### src/rtl/pc_sequencer_if.sv
// Decode/control <-> PC sequencer bus: op request in, PC and return-stack status out.
interface pc_sequencer_if #(
  parameter int unsigned ADDR_WIDTH  = 16,
  parameter int unsigned STACK_DEPTH = 4
);
  localparam int unsigned DEPTH_W = $clog2(STACK_DEPTH + 1);

  logic                  pc_update_en_in;
  logic [2:0]            pc_op_in;
  logic [ADDR_WIDTH-1:0] jump_addr_in;
  logic [ADDR_WIDTH-1:0] offset_in;
  logic [ADDR_WIDTH-1:0] program_counter_out;
  logic [ADDR_WIDTH-1:0] return_addr_out;
  logic [DEPTH_W-1:0]    stack_depth_out;
  logic                  stack_empty_out;
  logic                  stack_full_out;
  logic                  overflow_err_out;
  logic                  underflow_err_out;

  modport master (
    output pc_update_en_in, pc_op_in, jump_addr_in, offset_in,
    input  program_counter_out, return_addr_out, stack_depth_out,
           stack_empty_out, stack_full_out, overflow_err_out, underflow_err_out
  );

  modport slave (
    input  pc_update_en_in, pc_op_in, jump_addr_in, offset_in,
    output program_counter_out, return_addr_out, stack_depth_out,
           stack_empty_out, stack_full_out, overflow_err_out, underflow_err_out
  );
endinterface

### src/rtl/pc_sequencer.sv
// Fetch-stage program counter with INC/JUMP/BRANCH/CALL/RET and a hardware return-address stack.
module pc_sequencer #(
  parameter int unsigned           ADDR_WIDTH   = 16,
  parameter int unsigned           ALIGN_BITS   = 1,
  parameter int unsigned           STACK_DEPTH  = 4,
  parameter logic [ADDR_WIDTH-1:0] RESET_VECTOR = '0
) (
  input logic           clk_in,
  input logic           reset_n_in,
  pc_sequencer_if.slave bus
);
  localparam int unsigned PC_W    = ADDR_WIDTH - ALIGN_BITS;
  localparam int unsigned DEPTH_W = $clog2(STACK_DEPTH + 1);
  localparam int unsigned STK_W   = STACK_DEPTH * PC_W;

  typedef enum logic [2:0] {
    OP_INC    = 3'b000,
    OP_JUMP   = 3'b001,
    OP_BRANCH = 3'b010,
    OP_CALL   = 3'b011,
    OP_RET    = 3'b100
  } op_e;

  logic [PC_W-1:0]       pc_q, pc_d;
  logic [STK_W-1:0]      stack_q, stack_d;
  logic [DEPTH_W-1:0]    depth_q, depth_d;
  logic                  ovf_q, ovf_d;
  logic                  udf_q, udf_d;

  logic [PC_W-1:0]       pc_inc;
  logic [PC_W-1:0]       jump_tgt;
  logic [PC_W-1:0]       stack_top;
  logic [ADDR_WIDTH-1:0] pc_full;
  logic [ADDR_WIDTH-1:0] branch_sum;
  logic                  is_full;
  logic                  is_empty;

  // Entry 0 of the packed stack is the top; pushes shift older entries toward the far end.
  assign stack_top  = stack_q[PC_W-1:0];
  assign pc_inc     = pc_q + PC_W'(1);
  assign jump_tgt   = PC_W'(bus.jump_addr_in >> ALIGN_BITS);
  assign pc_full    = ADDR_WIDTH'(pc_q) << ALIGN_BITS;
  assign branch_sum = pc_full + bus.offset_in;
  assign is_full    = (depth_q == DEPTH_W'(STACK_DEPTH));
  assign is_empty   = (depth_q == '0);

  always_ff @(posedge clk_in) begin
    if (!reset_n_in) begin
      pc_q    <= PC_W'(RESET_VECTOR >> ALIGN_BITS);
      stack_q <= '0;
      depth_q <= '0;
      ovf_q   <= 1'b0;
      udf_q   <= 1'b0;
    end else begin
      pc_q    <= pc_d;
      stack_q <= stack_d;
      depth_q <= depth_d;
      ovf_q   <= ovf_d;
      udf_q   <= udf_d;
    end
  end

  always_comb begin
    pc_d    = pc_q;
    stack_d = stack_q;
    depth_d = depth_q;
    ovf_d   = ovf_q;
    udf_d   = udf_q;
    if (bus.pc_update_en_in) begin
      case (op_e'(bus.pc_op_in))
        OP_INC:    pc_d = pc_inc;
        OP_JUMP:   pc_d = jump_tgt;
        OP_BRANCH: pc_d = PC_W'(branch_sum >> ALIGN_BITS);
        OP_CALL: begin
          // A push onto a full stack naturally shifts the oldest entry out of the far end.
          stack_d = {stack_q[STK_W-PC_W-1:0], pc_inc};
          pc_d    = jump_tgt;
          if (is_full) ovf_d = 1'b1;
          else         depth_d = depth_q + DEPTH_W'(1);
        end
        OP_RET: begin
          if (is_empty) begin
            pc_d  = pc_inc;
            udf_d = 1'b1;
          end else begin
            pc_d    = stack_top;
            stack_d = {{PC_W{1'b0}}, stack_q[STK_W-1:PC_W]};
            depth_d = depth_q - DEPTH_W'(1);
          end
        end
        default: ;
      endcase
    end
  end

  assign bus.program_counter_out = pc_full;
  assign bus.return_addr_out     = is_empty ? '0 : (ADDR_WIDTH'(stack_top) << ALIGN_BITS);
  assign bus.stack_depth_out     = depth_q;
  assign bus.stack_empty_out     = is_empty;
  assign bus.stack_full_out      = is_full;
  assign bus.overflow_err_out    = ovf_q;
  assign bus.underflow_err_out   = udf_q;
endmodule
### src/flat_wrapper.sv
// flat-port wrapper written by rule: the top's interface ports become plain ports
module pc_sequencer_flat 
#(
  parameter int unsigned           ADDR_WIDTH   = 16,
  parameter int unsigned           ALIGN_BITS   = 1,
  parameter int unsigned           STACK_DEPTH  = 4,
  parameter logic [ADDR_WIDTH-1:0] RESET_VECTOR = '0
)
  (clk_in, reset_n_in, bus_pc_update_en_in, bus_pc_op_in, bus_jump_addr_in, bus_offset_in, bus_program_counter_out, bus_return_addr_out, bus_stack_depth_out, bus_stack_empty_out, bus_stack_full_out, bus_overflow_err_out, bus_underflow_err_out);
  pc_sequencer_if #(.ADDR_WIDTH(ADDR_WIDTH), .STACK_DEPTH(STACK_DEPTH)) bus_i ();
  input logic clk_in;
  input logic reset_n_in;
  input wire logic [$bits(bus_i.pc_update_en_in)-1:0] bus_pc_update_en_in;
  input wire logic [$bits(bus_i.pc_op_in)-1:0] bus_pc_op_in;
  input wire logic [$bits(bus_i.jump_addr_in)-1:0] bus_jump_addr_in;
  input wire logic [$bits(bus_i.offset_in)-1:0] bus_offset_in;
  output wire logic [$bits(bus_i.program_counter_out)-1:0] bus_program_counter_out;
  output wire logic [$bits(bus_i.return_addr_out)-1:0] bus_return_addr_out;
  output wire logic [$bits(bus_i.stack_depth_out)-1:0] bus_stack_depth_out;
  output wire logic [$bits(bus_i.stack_empty_out)-1:0] bus_stack_empty_out;
  output wire logic [$bits(bus_i.stack_full_out)-1:0] bus_stack_full_out;
  output wire logic [$bits(bus_i.overflow_err_out)-1:0] bus_overflow_err_out;
  output wire logic [$bits(bus_i.underflow_err_out)-1:0] bus_underflow_err_out;
  assign bus_i.pc_update_en_in = bus_pc_update_en_in;
  assign bus_i.pc_op_in = bus_pc_op_in;
  assign bus_i.jump_addr_in = bus_jump_addr_in;
  assign bus_i.offset_in = bus_offset_in;
  assign bus_program_counter_out = bus_i.program_counter_out;
  assign bus_return_addr_out = bus_i.return_addr_out;
  assign bus_stack_depth_out = bus_i.stack_depth_out;
  assign bus_stack_empty_out = bus_i.stack_empty_out;
  assign bus_stack_full_out = bus_i.stack_full_out;
  assign bus_overflow_err_out = bus_i.overflow_err_out;
  assign bus_underflow_err_out = bus_i.underflow_err_out;
  pc_sequencer #(.ADDR_WIDTH(ADDR_WIDTH), .ALIGN_BITS(ALIGN_BITS), .STACK_DEPTH(STACK_DEPTH), .RESET_VECTOR(RESET_VECTOR)) u_core (.clk_in(clk_in), .reset_n_in(reset_n_in), .bus(bus_i));
endmodule
### config.mk
export PLATFORM = sky130hd
export DESIGN_NAME = pc_sequencer_flat
export DESIGN_NICKNAME = d
export VERILOG_FILES = /design/src/rtl/pc_sequencer_if.sv /design/src/rtl/pc_sequencer.sv /design/src/flat_wrapper.sv
export SDC_FILE = /design/constraint.sdc
export NUM_CORES = 1
export LEC_CHECK = 0
export BUFFER_PORTS_ARGS = -buffer_cell sky130_fd_sc_hd__buf_2
export CAP_MARGIN = 20
export CORE_MARGIN = 5
export CORE_UTILIZATION = 30
export DETAILED_ROUTE_END_ITERATION = 6
export SYNTH_ARGS = -nofsm -noshare
export SYNTH_HDL_FRONTEND = slang
export SYNTH_SLANG_ARGS = --single-unit
### constraint.sdc
create_clock -name clk_in -period 2.9 [get_ports clk_in]
set_input_delay 0.58 -clock clk_in [delete_from_list [all_inputs] [get_ports clk_in]]
set_output_delay 0.58 -clock clk_in [all_outputs]
set_load 0.05 [all_outputs]
==> out/summary.log <==
qor: synth.postSynth.asyncResetShare 0
qor: route.routed_wirelength 12.8 mm
qor: timing.setup_violations 0
qor: pwr.finalPower 2730 uW
qor: placed_design.globalplace.congestion 0.886
qor: timing.rsz0062_at_grt false
qor: clock_network.tritoncts built
qor: placed_design.detailedPlace.worstSlack 0.289 ns
qor: timing.setup-tns-final 0 ns
qor: route.remaining_antenna_violation_count 0
qor: floorplanning.die_h 136 um
qor: synth.yosys.area.top_type dfxtp_1
qor: synth.ys_ff_latch 80
qor: worst_hold_path.worstHoldPathType register to register
qor: setup_path.cp.arrival 2.59 ns
qor: finish.area_growth 17.2%
qor: route.vias 4445
qor: floorplanning.initial_core_util 0.302
qor: clock_network.cts_inserted_buffers 9
qor: finish.num-fill-cells 1667
qor: synth.synth_top_cell_area_share 0.337
qor: placed_design.placedCellCount 851
qor: floorplanning.num_io_pins 77
qor: synth.synth_area 0.00475 mm^2
qor: finish.stdcell_count 867
qor: synth.ys.warnings.count 0
qor: finish.post_route_cells_drive_above_1_share 0.169
qor: setup_path.required 3.12 ns
qor: floorplanning.row_count 46
qor: pwr.power.ir.vdd_worst 314 uV
qor: floorplanning.dieWidth 136 um
qor: setup_path.regToRegSetupSlack 0.53 ns
qor: pwr.power_per_cell_area 491 mW/mm^2
qor: grt.grt_first_pass_wirelength 20.4 mm
qor: synth.synth_ff_type dfxtp_1
qor: floorplanning.dieArea 0.0184 mm^2
qor: finish.design.final.nets 702
qor: grt.global_route.overflow_total 0
qor: finish.antennaDiodeCount 0
qor: placed_design.dp_hpwl 9.11 mm
qor: timing.timing_hold_violations_final 0
qor: setup_path.worst_setup_path_start_kind register
qor: setup_path.critical_path.endpoint_type register
qor: setup_path.largest_driver_fanout_on_the_critical_path 7
qor: route.drt_pre_antenna_iters 5
qor: pwr.leak_pwr 0.00246 uW
qor: grt.number_of_antenna_violations_at_the_first_check_in_global_routing 0
qor: timing.maxClockFrequency 422 MHz
qor: finish.fin_area 0.00556 mm^2
qor: setup_path.criticalPathCategory register to register
qor: job.max-cap-violations 0
qor: floorplanning.placeableCoreArea 0.0157 mm^2
qor: clock_network.path_clk_slew 0.06 ns
qor: route.drt_drc_violations_left 0
qor: synth.synthMostInstantiatedCell nand2_1
qor: timing.count_of_final_max_slew_check_failures 0
qor: synth.synth_cells 592
qor: synth.synth-edff-count 0
qor: timing.finalWorstSetupSlack 0.533 ns
qor: clock_network.ctsLongestPathBuffers 2
qor: clock_network.cts_htree_levels 3
qor: clock_network.holdBufCountCts 0
qor: route.dr.first_iter.drc_count 271
qor: synth.ys_top_cells_by_area dfxtp_1, o211a_1, nand2_1
qor: clock_network.clk_latency 0.34 ns
qor: synth.synth_cell_type_count 54
qor: clock_network.cts_root_buf clkbuf_16
qor: timing.clock-skew-final 0.00894 ns
qor: timing.post-route-period-util 0.816
qor: clock_network.number_of_gates_resized_after_cts 0
qor: route.route.detailed.vias_per_inst 5.13
qor: synth.netlist_top_cells_count nand2_1, dfxtp_1, nand3_1, nor2b_1, nor2_1
qor: placed_design.place.port_buffers 72
qor: grt.gr_util_all_layers 0.137
qor: grt.first_global_vias 4035
qor: timing.worstMarginPinSlew 0.740 ns
qor: clock_network.post-cts-setup-buffer-count 0
qor: grt.largest_net_degree_at_the_start_of_global_routing 68
qor: synth.syn-mean-instance-area 8.02 um^2
qor: synth.synth.yosys.seq_area_share 0.337
qor: clock_network.numClockSinks 80
qor: placed_design.placed_inst_area 0.00528 mm^2
qor: route.wire_per_inst 14.8 um
qor: run_status.result_of_the_run complete, no violations
qor: timing.final_period_minus_worst_setup_slack 2.37 ns
qor: timing.relSlewSlack 0.507
-- final cells by class --
cell class                      instances  area [um^2]  area share
Sequential cell                        80         1600       0.288
Clock inverter                          5         33.8     0.00607
Multi-Input combinational cell        455         2870       0.516
Clock buffer                           10          239      0.0430
Inverter                               15         58.8      0.0106
Tap cell                              216          270      0.0486
Timing Repair Buffer                   86          490      0.0882
-- routing by layer --
layer,wire length [um],GRT usage,vias to the layer above
li1,-,-,2218
met1,6190,0.195,2096
met2,5680,0.211,122
met3,794,0.0275,9
met4,137,0.0392,0
met5,0,0,-
-- worst max-delay path: stages (launching register included) --
cell and delay (ns):
dfxtp_1 0.47, inv_1 0.11, fa_1 0.46, nor2b_1 0.16
o31a_1 0.24, o21ai_2 0.13, a221oi_1 0.28, o211ai_1 0.16
mux2i_1 0.16, o21ai_0 0.08
-- registers in the layout (all words and copies together) (netlist names) --
name                          cells
u_core.bus.overflow_err_out       1
u_core.bus.stack_depth_out        3
u_core.bus.underflow_err_out      1
u_core.pc_q                      15
u_core.stack_q                   60
-- cell families (layout without fill, tap and decap cells) --
kind of cell,count (synthesis),after routing,share of synthesized area
and+or+nand+nor,230,230,0.232
AOI/OAI and AO/OA,181,181,0.276
DFF,80,80,0.337
buffers and inverters,58,116,0.0593
xor gates and xnor gates,24,24,0.0443
adders and majority gates,17,17,0.0480
other,1,2,0.000790
muxes,1,1,0.00211
-- metrics by stage --
step	hold slack, ns	util
floorplan	0.462	-
global placement	0.466	0.336
detailed placement	0.472	0.336
CTS	0.487	0.353
global route	0.538	0.354
finish	0.481	0.354
-- placed cells by master (no fill, tap or decap), types with 13 or more instances in the layout --
cell type / Yosys / layout
nor2b_1: 39 / 39
a22oi_1: 15 / 15
nor2_1: 38 / 38
o21ai_0: 34 / 34
a221oi_1: 13 / 13
nand3_1: 42 / 42
ha_1: 15 / 15
dfxtp_1: 80 / 80
a21oi_1: 34 / 34
buf_2: 10 / 72
inv_1: 14 / 14
o211a_1: 32 / 32
xnor2_1: 18 / 18
nand2_1: 84 / 84
-- final timing paths --
| kind | endpoint | depth (start not counted) | start |
|---|---|---|---|
| max | u_core.pc_q[14]$_SDFFE_PN0P_ | 9 | u_core.pc_q[1]$_SDFFE_PN0P_ |
| min | u_core.bus.overflow_err_out$_SDFFE_PN0P_ | 2 | u_core.bus.overflow_err_out$_SDFFE_PN0P_ |
| max reg2reg | u_core.pc_q[14]$_SDFFE_PN0P_ | 9 | u_core.pc_q[1]$_SDFFE_PN0P_ |
| min reg2reg | u_core.bus.overflow_err_out$_SDFFE_PN0P_ | 2 | u_core.bus.overflow_err_out$_SDFFE_PN0P_ |
-- power breakdown --
part,internal (uW),switching (uW)
Sequential,1140,47.5
Combinational,182,319
Clock,596,446
No activity file was read; power rests on OpenSTA's default activity.
